===== src/rtl/cla8_seq_ctrl_if.sv =====
// +-----------------------------------------------------------------------+
// | cla8_seq_ctrl_if : operand/result handshake bundle for cla8_seq_ctrl   |
// | Rev 1.0                                                                |
// +-----------------------------------------------------------------------+
`default_nettype none

interface cla8_seq_ctrl_if #(
   parameter int NCHUNK = 4
);
   localparam int c_width = 8 * NCHUNK;

   logic               in_valid;
   logic               in_ready;
   logic [c_width-1:0] A;
   logic [c_width-1:0] B;
   logic               Cin;
   logic               Sub;
   logic               out_valid;
   logic               out_ready;
   logic [c_width-1:0] Sum;
   logic               Cout;
   logic               Ovf;

   modport master (
      output in_valid, A, B, Cin, Sub, out_ready,
      input  in_ready, out_valid, Sum, Cout, Ovf
   );

   modport slave (
      input  in_valid, A, B, Cin, Sub, out_ready,
      output in_ready, out_valid, Sum, Cout, Ovf
   );
endinterface

`default_nettype wire


===== src/rtl/cla8_seq_ctrl.sv =====
// +-----------------------------------------------------------------------+
// | cla8_seq_ctrl : byte-serial wide add/subtract around one CLA_8 adder   |
// | Rev 1.0                                                                |
// +-----------------------------------------------------------------------+
`default_nettype none

module cla8_seq_ctrl #(
   parameter int NCHUNK = 4
) (
   input  logic               clk,
   input  logic               rst_n,
   cla8_seq_ctrl_if.slave     bus
);
   localparam int                c_width = 8 * NCHUNK;
   localparam int                c_kw    = (NCHUNK > 1) ? $clog2(NCHUNK) : 1;
   localparam logic [c_kw-1:0]   c_last  = c_kw'(NCHUNK - 1);

   typedef enum logic [1:0] {
      IDLE = 2'd0,
      RUN  = 2'd1,
      DONE = 2'd2
   } state_t;

   state_t               r_state;
   state_t               w_next;
   logic [c_kw-1:0]      r_k;
   logic [c_width-1:0]   r_a;
   logic [c_width-1:0]   r_b;
   logic [c_width-1:0]   r_sum;
   logic                 r_carry;
   logic                 r_cout;
   logic                 r_ovf;
   logic [c_kw+2:0]      w_shift;
   logic [7:0]           w_a_chunk;
   logic [7:0]           w_b_chunk;
   logic [7:0]           w_add_sum;
   logic                 w_add_cout;
   logic                 w_last;
   logic [c_width-1:0]   w_sum_next;

   function automatic logic [4:0] cla4(input logic [3:0] a, input logic [3:0] b, input logic ci);
      logic [3:0] g;
      logic [3:0] p;
      logic [4:0] c;
      g    = a & b;
      p    = a ^ b;
      c[0] = ci;
      c[1] = g[0] | (p[0] & ci);
      c[2] = g[1] | (p[1] & g[0]) | (p[1] & p[0] & ci);
      c[3] = g[2] | (p[2] & g[1]) | (p[2] & p[1] & g[0]) | (p[2] & p[1] & p[0] & ci);
      c[4] = g[3] | (p[3] & g[2]) | (p[3] & p[2] & g[1]) | (p[3] & p[2] & p[1] & g[0])
           | (p[3] & p[2] & p[1] & p[0] & ci);
      return {c[4], p ^ c[3:0]};
   endfunction

   // CLA_8: lookahead low nibble; high nibble precomputed for both carries and selected
   function automatic logic [8:0] cla8(input logic [7:0] a, input logic [7:0] b, input logic ci);
      logic [4:0] lo;
      logic [4:0] hi0;
      logic [4:0] hi1;
      logic [4:0] hi;
      lo  = cla4(a[3:0], b[3:0], ci);
      hi0 = cla4(a[7:4], b[7:4], 1'b0);
      hi1 = cla4(a[7:4], b[7:4], 1'b1);
      hi  = lo[4] ? hi1 : hi0;
      return {hi, lo[3:0]};
   endfunction

   assign w_shift    = {r_k, 3'b000};
   assign w_a_chunk  = 8'(r_a >> w_shift);
   assign w_b_chunk  = 8'(r_b >> w_shift);
   assign w_last     = (r_k == c_last);
   assign {w_add_cout, w_add_sum} = cla8(w_a_chunk, w_b_chunk, r_carry);
   assign w_sum_next = (r_sum & ~(c_width'(8'hFF) << w_shift))
                     | (c_width'(w_add_sum) << w_shift);

   always_ff @(posedge clk or negedge rst_n) begin
      if (!rst_n) begin
         r_state <= IDLE;
      end else begin
         r_state <= w_next;
      end
   end

   always_comb begin
      w_next = r_state;
      case (r_state)
         IDLE:    if (bus.in_valid)  w_next = RUN;
         RUN:     if (w_last)        w_next = DONE;
         DONE:    if (bus.out_ready) w_next = IDLE;
         default:                    w_next = IDLE;
      endcase
   end

   always_ff @(posedge clk or negedge rst_n) begin
      if (!rst_n) begin
         r_k     <= '0;
         r_a     <= '0;
         r_b     <= '0;
         r_sum   <= '0;
         r_carry <= 1'b0;
         r_cout  <= 1'b0;
         r_ovf   <= 1'b0;
      end else begin
         case (r_state)
            IDLE: begin
               if (bus.in_valid) begin
                  r_a     <= bus.A;
                  r_b     <= bus.Sub ? ~bus.B : bus.B;
                  r_carry <= bus.Cin ^ bus.Sub;
                  r_k     <= '0;
               end
            end
            RUN: begin
               r_sum   <= w_sum_next;
               r_carry <= w_add_cout;
               if (w_last) begin
                  r_k    <= '0;
                  r_cout <= w_add_cout;
                  // B operand is already inverted for subtract, so one rule covers both modes
                  r_ovf  <= (r_a[c_width-1] == r_b[c_width-1]) && (w_add_sum[7] != r_a[c_width-1]);
               end else begin
                  r_k <= r_k + c_kw'(1);
               end
            end
            default: ;
         endcase
      end
   end

   assign bus.in_ready  = (r_state == IDLE);
   assign bus.out_valid = (r_state == DONE);
   assign bus.Sum       = r_sum;
   assign bus.Cout      = r_cout;
   assign bus.Ovf       = r_ovf;

endmodule

`default_nettype wire


===== src/flat_wrapper.sv =====
// flat-port wrapper written by rule: the top's interface ports become plain ports
module cla8_seq_ctrl_flat 
#(
   parameter int NCHUNK = 4
)
  (clk, rst_n, bus_in_valid, bus_A, bus_B, bus_Cin, bus_Sub, bus_out_ready, bus_in_ready, bus_out_valid, bus_Sum, bus_Cout, bus_Ovf);
  cla8_seq_ctrl_if #(.NCHUNK(NCHUNK)) bus_i ();
  input  logic clk;
  input  logic rst_n;
  input wire logic [$bits(bus_i.in_valid)-1:0] bus_in_valid;
  input wire logic [$bits(bus_i.A)-1:0] bus_A;
  input wire logic [$bits(bus_i.B)-1:0] bus_B;
  input wire logic [$bits(bus_i.Cin)-1:0] bus_Cin;
  input wire logic [$bits(bus_i.Sub)-1:0] bus_Sub;
  input wire logic [$bits(bus_i.out_ready)-1:0] bus_out_ready;
  output wire logic [$bits(bus_i.in_ready)-1:0] bus_in_ready;
  output wire logic [$bits(bus_i.out_valid)-1:0] bus_out_valid;
  output wire logic [$bits(bus_i.Sum)-1:0] bus_Sum;
  output wire logic [$bits(bus_i.Cout)-1:0] bus_Cout;
  output wire logic [$bits(bus_i.Ovf)-1:0] bus_Ovf;
  assign bus_i.in_valid = bus_in_valid;
  assign bus_i.A = bus_A;
  assign bus_i.B = bus_B;
  assign bus_i.Cin = bus_Cin;
  assign bus_i.Sub = bus_Sub;
  assign bus_i.out_ready = bus_out_ready;
  assign bus_in_ready = bus_i.in_ready;
  assign bus_out_valid = bus_i.out_valid;
  assign bus_Sum = bus_i.Sum;
  assign bus_Cout = bus_i.Cout;
  assign bus_Ovf = bus_i.Ovf;
  cla8_seq_ctrl #(.NCHUNK(NCHUNK)) u_core (.clk(clk), .rst_n(rst_n), .bus(bus_i));
endmodule

===== config.mk =====
export PLATFORM = sky130hd
export DESIGN_NAME = cla8_seq_ctrl_flat
export DESIGN_NICKNAME = d
export VERILOG_FILES = /design/src/rtl/cla8_seq_ctrl_if.sv /design/src/rtl/cla8_seq_ctrl.sv /design/src/flat_wrapper.sv
export SDC_FILE = /design/constraint.sdc
export NUM_CORES = 1
export LEC_CHECK = 0
export ABC_AREA = 1
export BUFFER_PORTS_ARGS = -buffer_cell sky130_fd_sc_hd__buf_2
export CAP_MARGIN = 40
export CELL_PAD_IN_SITES_DETAIL_PLACEMENT = 1
export CELL_PAD_IN_SITES_GLOBAL_PLACEMENT = 2
export CORE_ASPECT_RATIO = 0.9
export CORE_UTILIZATION = 26
export DETAILED_ROUTE_END_ITERATION = 16
export GPL_TIMING_DRIVEN = 0
export PLACE_DENSITY_LB_ADDON = 0.1
export REMOVE_ABC_BUFFERS = 1
export SLEW_MARGIN = 15
export SYNTH_ARGS = -nofsm -noshare
export SYNTH_HDL_FRONTEND = slang
export SYNTH_SLANG_ARGS = --single-unit

===== constraint.sdc =====
create_clock -name clk -period 2.2 [get_ports clk]
set_clock_uncertainty 0.15 [all_clocks]
set_input_delay 0.66 -clock clk [delete_from_list [all_inputs] [get_ports clk]]
set_output_delay 0.66 -clock clk [all_outputs]
set_load 0.1 [all_outputs]

# Word-level counts from Yosys, hierarchy flattened
# Index checks and enable logic that the tools add are counted.
# totals
word_cells	99
output_inout_bits	36
inputBits	70
reg_bits	103
# op_classes
eq_ne	8
n_addsub	1
n_mux	11
n_reduce_logical	7
shifts	4
n_bitwise	60
# op_table
cell	n
NOT 32 bit	2
right shift 32 x 5 -> 8 bit	2
AND 32 bit	1
two-way mux 32 bit	1
bitwise OR 32 bit	1
left shift 8 x 5 -> 32 bit	1
left shift 8 x 5 -> 32 bit (first input constant)	1
AND 1 bit	28
bitwise OR 1 bit	20
bitwise XOR 4 bit	5
two-way mux 2 bit	5
AND 4 bit	2
one-hot mux 2 bit (3 select lines)	1
AND reduction 2 bit	3
two-way mux 5 bit	1
equality test 2 bit (second input constant)	2
!= test 2 bit (second input constant)	2
one-hot mux 2 bit (2 select lines)	1
AND reduction 3 bit	1
adder 2 x 1 -> 2 bit (second input constant)	1
equality test 2 x 1 -> 1 bit (second input constant)	1
logical NOT 2 bit	1
!= test 2 x 1 -> 1 bit (second input constant)	1
one-hot mux 1 bit (2 select lines)	1
6 further kinds	6

# Depth between registers and ports, before layout
# Gate-level depths: netlist of run 1.
# logic_depth
ltp_word	10
ltp_mapped	16
ltp_nobuf	14

# Worst setup path before layout of run 1
# No wires, ideal clock.
# synth_timing
path_type	register to output
start	register u_core.r_state[1]
end	output port bus_out_valid
n_path_buf	0
stages_incl_launch_ff	3
required_time_ns	1.390
arrival_time_ns	1.784
slack_ns	-0.394
path_cell_list	dfrtp_1 -> inv_1 -> nor2_1
# synth_via
elab_chain_len	1
# synth_lines
item	line	source
from (decl)	cla8_seq_ctrl.sv:24	state_t r_state;
from (signal assigned)	cla8_seq_ctrl.sv:81	r_state <= w_next;
equality test 2 bit	cla8_seq_ctrl.sv:132	assign bus.out_valid = (r_state == DONE);
to (decl)	flat_wrapper.sv:17	output wire logic [$bits(bus_i.out_valid)-1:0] bus_out_valid;
# No other way between the ends.

# Worst setup path after layout of run 1
# layout_timing
start	register u_core.r_k[0]
end	register u_core.r_sum[23], in the netlist u_core.bus.Sum[23]
# layout_via
elab_chain_len	10
word_cells_on_any_way	32
cone_classes	shift (4); mux (1); bitwise (27)
# layout_lines
item	line	source
from (decl)	cla8_seq_ctrl.sv:26	logic [c_kw-1:0] r_k;
from (signal assigned)	cla8_seq_ctrl.sv:123	r_k <= r_k + c_kw'(1);
right shift 32 x 5 -> 8 bit (on tied branches)	cla8_seq_ctrl.sv:70, cla8_seq_ctrl.sv:71	
bitwise XOR 4 bit or AND 4 bit (tied branches)	cla8_seq_ctrl.sv:46, cla8_seq_ctrl.sv:45	
AND 1 bit (on tied branches)	cla8_seq_ctrl.sv:50, cla8_seq_ctrl.sv:51, cla8_seq_ctrl.sv:52	
bitwise OR 1 bit, or another cell as far along (3 in a row)	cla8_seq_ctrl.sv:50	c[3] = g[2] | (p[2] & g[1]) | (p[2] & p[1] & g[0]) | (p[2] & p[1] & p[0] & ci);
bitwise XOR 4 bit or bitwise OR 1 bit (tied branches)	cla8_seq_ctrl.sv:53, cla8_seq_ctrl.sv:52	
two-way mux 5 bit	cla8_seq_ctrl.sv:65	hi = lo[4] ? hi1 : hi0;
left shift 8 x 5 -> 32 bit	cla8_seq_ctrl.sv:75	| (c_width'(w_add_sum) << w_shift);
bitwise OR 32 bit (*)	cla8_seq_ctrl.sv:75	
to (signal assigned)	cla8_seq_ctrl.sv:115	r_sum <= w_sum_next;
to (decl)	cla8_seq_ctrl.sv:29	logic [c_width-1:0] r_sum;
# Every way passes the cells marked *; elsewhere a longest branch is shown, timed or not.
# A chain may end at the register's enable or synchronous reset.

==> results of run 1 <==
[stage by stage]
| stage | setup slack [ps] | hold WS, ps | TNS, ps | std cells | util [%] |
|---|---|---|---|---|---|
| 2_1_floorplan | -1150 | 214 | -70550 | 568 | - |
| 3_3_place_gp | -3060 | 309 | -219390 | 923 | 30.2 |
| 3_5_place_dp | -1090 | 315 | -37030 | 929 | 30.9 |
| 4_1_cts | -320 | 33.8 | -7130 | 966 | 35.5 |
| 5_1_grt | -403 | 47.1 | -11600 | 971 | 36.7 |
| 6_report | -309 | 33.0 | -7770 | 971 | 36.7 |
[path summary, 6_finish.rpt]
kind	start	end	slack, ps	depth (start not counted)
max	u_core.r_k[0]$_DFFE_PN0P_	u_core.bus.Sum[23]$_DFFE_PN0P_	-310	15
min	rst_n	u_core.r_a[8]$_DFFE_PN0P_	30	1
max reg2reg	u_core.r_k[0]$_DFFE_PN0P_	u_core.bus.Sum[23]$_DFFE_PN0P_	-310	15
min reg2reg	u_core.r_b[23]$_DFFE_PN0P_	u_core.r_b[23]$_DFFE_PN0P_	330	2
max in group asynchronous	rst_n	u_core.r_b[14]$_DFFE_PN0P_	1180	2
min in group clk	u_core.r_b[23]$_DFFE_PN0P_	u_core.r_b[23]$_DFFE_PN0P_	330	2
[critical path: stages, from the launching register on]
cell and delay (ps):
dfrtp_4 500, buf_12 160, inv_16 80, buf_16 120, nor2_2 40, o22ai_2 220
ha_1 280, nand3_2 90, nand3_4 120, nand2_8 110, buf_4 120, nand3_2 90
nand3_2 100, nand2_2 70, nand2_2 80, o21ai_1 60
[placed cells by master, fill, tap and decap left out, types with 3 or more instances in the layout]
master,instances
a22o_1,5
buf_12,5
buf_16,4
buf_2,102
buf_4,17
buf_6,6
clkbuf_16,9
clkbuf_8,3
dfrtp_1,101
ha_1,7
ha_4,6
inv_1,12
inv_2,9
nand2_1,194
nand2_2,11
nand2_4,6
nand3_1,8
nand3_2,12
nor2_1,28
nor2_2,6
nor2_4,8
o21ai_0,41
o21ai_1,28
o21ai_2,9
o21ai_4,3
o22ai_1,4
o22ai_2,8
xnor2_1,33
[registers in the layout, summed over array words and instances, names as in the netlist]
signal           cells
u_core.bus.Cout      1
u_core.bus.Ovf       1
u_core.bus.Sum      32
u_core.r_a          32
u_core.r_b          32
u_core.r_carry       1
u_core.r_k           2
u_core.r_state       2
[layout make-up]
cell class              count  area, um^2
fillers                  2247       12200
clock buffers              13         270
repair buffers            137         978
flip-flops and latches    103        2580
clock inverters             3        40.0
inverters                  25         128
well taps                 250         313
multi-input cells         440        2770
[per-layer routing]
metal,up-vias,global-route usage (%)
li1,2175,-
met1,2095,23.2
met2,71,26.2
met3,15,3.03
met4,0,4.88
met5,-,0
[timing repair]
item                       4_1_cts  5_1_grt
hold buffers                     0        0
buffers inserted                17        6
pin swaps                       31       36
resized for setup               82       58
setup endpoints to repair       71       39
gates cloned                     4        0
[cells by family after synthesis]
kind of cell	after synthesis	share of synthesized area, %
and+or+nand+nor	280	22.8
AOI/OAI and AO/OA	110	12.2
DFF	103	50.0
buffers and inverters	55	5.14
xor gates and xnor gates	36	6.26
adders and majority gates	14	3.54
==> impl_results.md, run 1 <==
* Synthesized flop and latch total at 103
* Effective utilization at floorplan at 26.8%
* Post-DP HPWL at 10200 um
* Slew margin rel. at 65.3%
* Share of the synthesized area in the top cell type at 50.0%
* ANT cells at 0
* Cells after Synth at 598
* Post-synth EDFFs at 0
* Sequential cell area fraction in the yosys report at 50.0%
* Via count at 4356
* CTS tree: done
* Total Routing Usage GR at 16.7%
* Fin nets at 800
* Peak Freq at 399 MHz
* Final Wtd Congestion at 0.702
* Run status: finished with violations
* Crit path launch type: register
* Top post-synthesis cells by area: dfrtp_1 (50%), nand2_1 (15%), o21ai_0 (6.0%)
* Layout cells sized above 1 at 35.1%
* Max Cap Violations at 0
* H-Tree Depth at 3
* Met3 WL at 561 um
* Failing checks: setup timing
* Initial DRC count at 132
* Die area at 20400 um^2
* IO Pins at 106
* DR top layer: met4
* Largest area contributor in the netlist: dfrtp_1
* Most common flop cell mapped by yosys: dfrtp_1
* Clock transition at the registers of the reported paths at 70 ps
* FP Rows at 48
* Synthesized area at 5160 um^2
* Clock Tree Buf Depth at 2
* Post-route ant nets at 0
* Die W at 150 um
* Worst skew pair latency at 360 ps
* Hold Vio Cnt, Final at 0
* Die Ht at 136 um
* PnR worst setup slack at -309 ps
* Count leader, synth: nand2_1
* Vias in the first global route at 4537
* RSZ-0062 raised after global routing: yes
* Synthesis Warnings at 0
* Min-Delay Path Class: in -> async
* Tightest Pin Transition at 524 ps
* Fin crit period at 2510 ps
* Final instance area at 7080 um^2
* Count of final max-slew check failures at 0
* Gr ovfl total at 0
* Type of the worst setup path: reg -> reg
* Met1 WL at 7830 um
* Mean Syn Cell Area at 8.63 um^2
* Dpl cell area at 5970 um^2
* Synth unique cells at 35
* First-pass GRT wire length at 25400 um
* Port-buffer cells at 105
* Synthesis-to-layout area growth at 37.2%
* CP max FO at 6
* FFs w/ async S/R, synth at 100%
* Crit path DAT at 2600 ps
* Vias per cell at 4.49
* Setup Viol. Count Final at 35
* Initial antenna violation count at 0
* Met2 Wirelength at 7420 um
* Commonest cells post-synth: nand2_1 (206), dfrtp_1 (103), o21ai_0 (62)
* Pre-Repair DR Iteration Count at 4
* # clock sinks at 103
* TritonCTS Buffers at 9
* Avg WL per Cell at 16.5 um
* Drt total wl at 16000 um
* Largest net degree at the start of global routing at 74
* CP endpoint kind: register
* Post-route DRC at 0
* Req. time, crit path at 2290 ps
* Root Driver: clkbuf_16
* Core box area at 19300 um^2
* Tcrit/Tclk final at 114%
Power of run 1 is not shown: default switching activity piles up to over one toggle a cycle in this logic, so the estimate is an artifact.
==> run 2, diff against run 1 <==
--- a/constraint.sdc
+++ b/constraint.sdc
@@ -3,3 +3,3 @@
 set_input_delay 0.66 -clock clk [delete_from_list [all_inputs] [get_ports clk]]
 set_output_delay 0.66 -clock clk [all_outputs]
-set_load 0.1 [all_outputs]
+set_load 0.02 [all_outputs]
==> impl_results.md, run 2 (synthesis gave the netlist of run 1 again) <==
* Run status: finished with violations
* Failing checks: setup timing
* Footprint of the multi-input gates at 2770 um^2 (unchanged)
* Initial DRC count at 132 (unchanged)
* Final Wtd Congestion at 0.702 (unchanged)
* Post-route ant nets at 0 (unchanged)
* Peak Freq at 399 MHz (unchanged)
* Largest net degree at the start of global routing at 74 (unchanged)
* H-Tree Depth at 3 (unchanged)
* Most common cell after layout, fill and taps aside: nand2_1
* Die area at 20400 um^2 (unchanged)
* Vias in the first global route at 4537 (unchanged)
* Min-Delay Path Class: in -> async
* Vias per cell at 4.48 (-0.11%)
* Pre-Repair DR Iteration Count at 4 (unchanged)
* Type of the worst setup path: reg -> reg
* Post-DP HPWL at 10200 um (unchanged)
* Hold Vio Cnt, Final at 0 (unchanged)
* Effective utilization at floorplan at 26.8% (unchanged)
* FP Rows at 48 (unchanged)
* CP peak stage delay at 500 ps (about the same)
* Die Ht at 136 um (unchanged)
* IO Pins at 106 (unchanged)
* Req. time, crit path at 2290 ps (about the same)
* Fin nets at 800 (unchanged)
* Setup Viol. Count Final at 35 (unchanged)
* Root Driver: clkbuf_16
* Slew margin rel. at 72.2% (+6.9 points)
* Cell Chain, Critical Path: buf_12 > inv_16 > buf_16 > nor2_2 > o22ai_2 > ha_1 > nand3_2 > nand3_4 > nand2_8 > buf_4 > nand3_2 > nand3_2 > nand2_2 > nand2_2 > o21ai_1
* Final setup TNS at -7770 ps (-0.0600 ps)
* Core box area at 19300 um^2 (unchanged)
* Via count at 4351 (-0.11%)
* Crit path top cell by count: nand3_2
* Clock Tree Buf Depth at 2 (unchanged)
* RSZ-0062 raised after global routing: yes
* ANT cells at 0 (unchanged)
* Clock transition at the registers of the reported paths at 70 ps (about the same)
* Port-buffer cells at 105 (unchanged)
* Synthesis-to-layout area growth at 37.0%
* Filler cells at 2249 (+0.089%)
* CTS tree: done
* Count of final max-slew check failures at 0 (unchanged)
* Worst skew pair latency at 360 ps (about the same)
* Crit path DAT at 2600 ps (about the same)
* Dpl cell area at 5970 um^2 (unchanged)
* Total Routing Usage GR at 16.7% (unchanged)
* Tightest Pin Transition at 417 ps (-107 ps)
* Avg WL per Cell at 16.5 um (about the same)
* First-pass GRT wire length at 25400 um (unchanged)
* PnR worst setup slack at -309 ps (unchanged)
* CP max FO at 6 (unchanged)
* CP endpoint kind: register
* # clock sinks at 103 (unchanged)
* CP max-delay cell: dfrtp_4
* Max Cap Violations at 0 (unchanged)
* Layout cells sized above 1 at 35.1% (unchanged)
* Sequential cell area at 2580 um^2 (unchanged)
* Die W at 150 um (unchanged)
* Crit path launch type: register
* Gr ovfl total at 0 (unchanged)
* Fin crit period at 2510 ps (unchanged)
* Tcrit/Tclk final at 114% (unchanged)
* Post-route DRC at 0 (unchanged)
* Worst reg-to-reg setup slack at -310 ps (about the same)
* TritonCTS Buffers at 9 (unchanged)
* Final instance area at 7070 um^2 (-0.18%)
* Most frequent cells in the layout: nand2_1 (194), buf_2 (104), dfrtp_1 (101)
* Initial antenna violation count at 0 (unchanged)
* Drt total wl at 16000 um (about the same)
[run 2: what timing repair did]
action                     4_1_cts  5_1_grt
buffers inserted                17        6
setup endpoints to repair       69       37
pin swaps                       31       36
hold buffers                     0        0
hold endpoints to repair         0        0
cloned                           4        0
gates resized for setup         80       56
[run 2: layout make-up]
class	count	area share, %
timing repair buffer	137	13.7
multi-input combinational	440	39.2
tap	250	4.43
inverter	25	1.81
clock buffer	13	3.82
sequential	103	36.5
clock inverter	3	0.567
[run 2: worst max-delay path, delay by kind of cell (launching register included)]
| family | cells | cell delay [ps] |
|---|---|---|
| AO/OA/AOI/OAI | 2 | 280 |
| adder cells (fa/ha/maj) | 1 | 280 |
| buffers and inverters | 4 | 480 |
| flip-flops | 1 | 500 |
| AND/OR/NAND/NOR | 8 | 700 |
[run 2: layer usage]
metal	up-vias	wire length, um	GRT usage, %	part of all wire, %
met1	2090	7830	23.2	49
met2	71	7420	26.2	46
li1	2175	-	-	-
met3	15	566	3.03	3.5
met4	0	182	4.88	1.1
met5	-	0	0	0
[run 2: worst paths after layout]
kind / end / startpoint / cells after the start
setup reg to reg: u_core.bus.Sum[23]$_DFFE_PN0P_ / u_core.r_k[0]$_DFFE_PN0P_ / 15
hold reg to reg: u_core.r_b[23]$_DFFE_PN0P_ / u_core.r_b[23]$_DFFE_PN0P_ / 2
min in group clk: u_core.r_b[23]$_DFFE_PN0P_ / u_core.r_b[23]$_DFFE_PN0P_ / 2
max in group asynchronous: u_core.r_b[14]$_DFFE_PN0P_ / rst_n / 2
hold / removal: u_core.r_a[8]$_DFFE_PN0P_ / rst_n / 1
setup / recovery: u_core.bus.Sum[23]$_DFFE_PN0P_ / u_core.r_k[0]$_DFFE_PN0P_ / 15
[run 2: stage by stage]
step                      hold WS [ps]  setup WS [ps]  utilization [%]  cells
after floorplan                    214          -1150                -    568
after global placement             309          -3060             30.2    923
after detailed placement           315          -1090             30.9    929
after CTS                         33.8           -320             35.5    966
after global routing              47.1           -403             36.7    971
final                             33.0           -309             36.7    971
Power of run 2 is left out for the same reason.
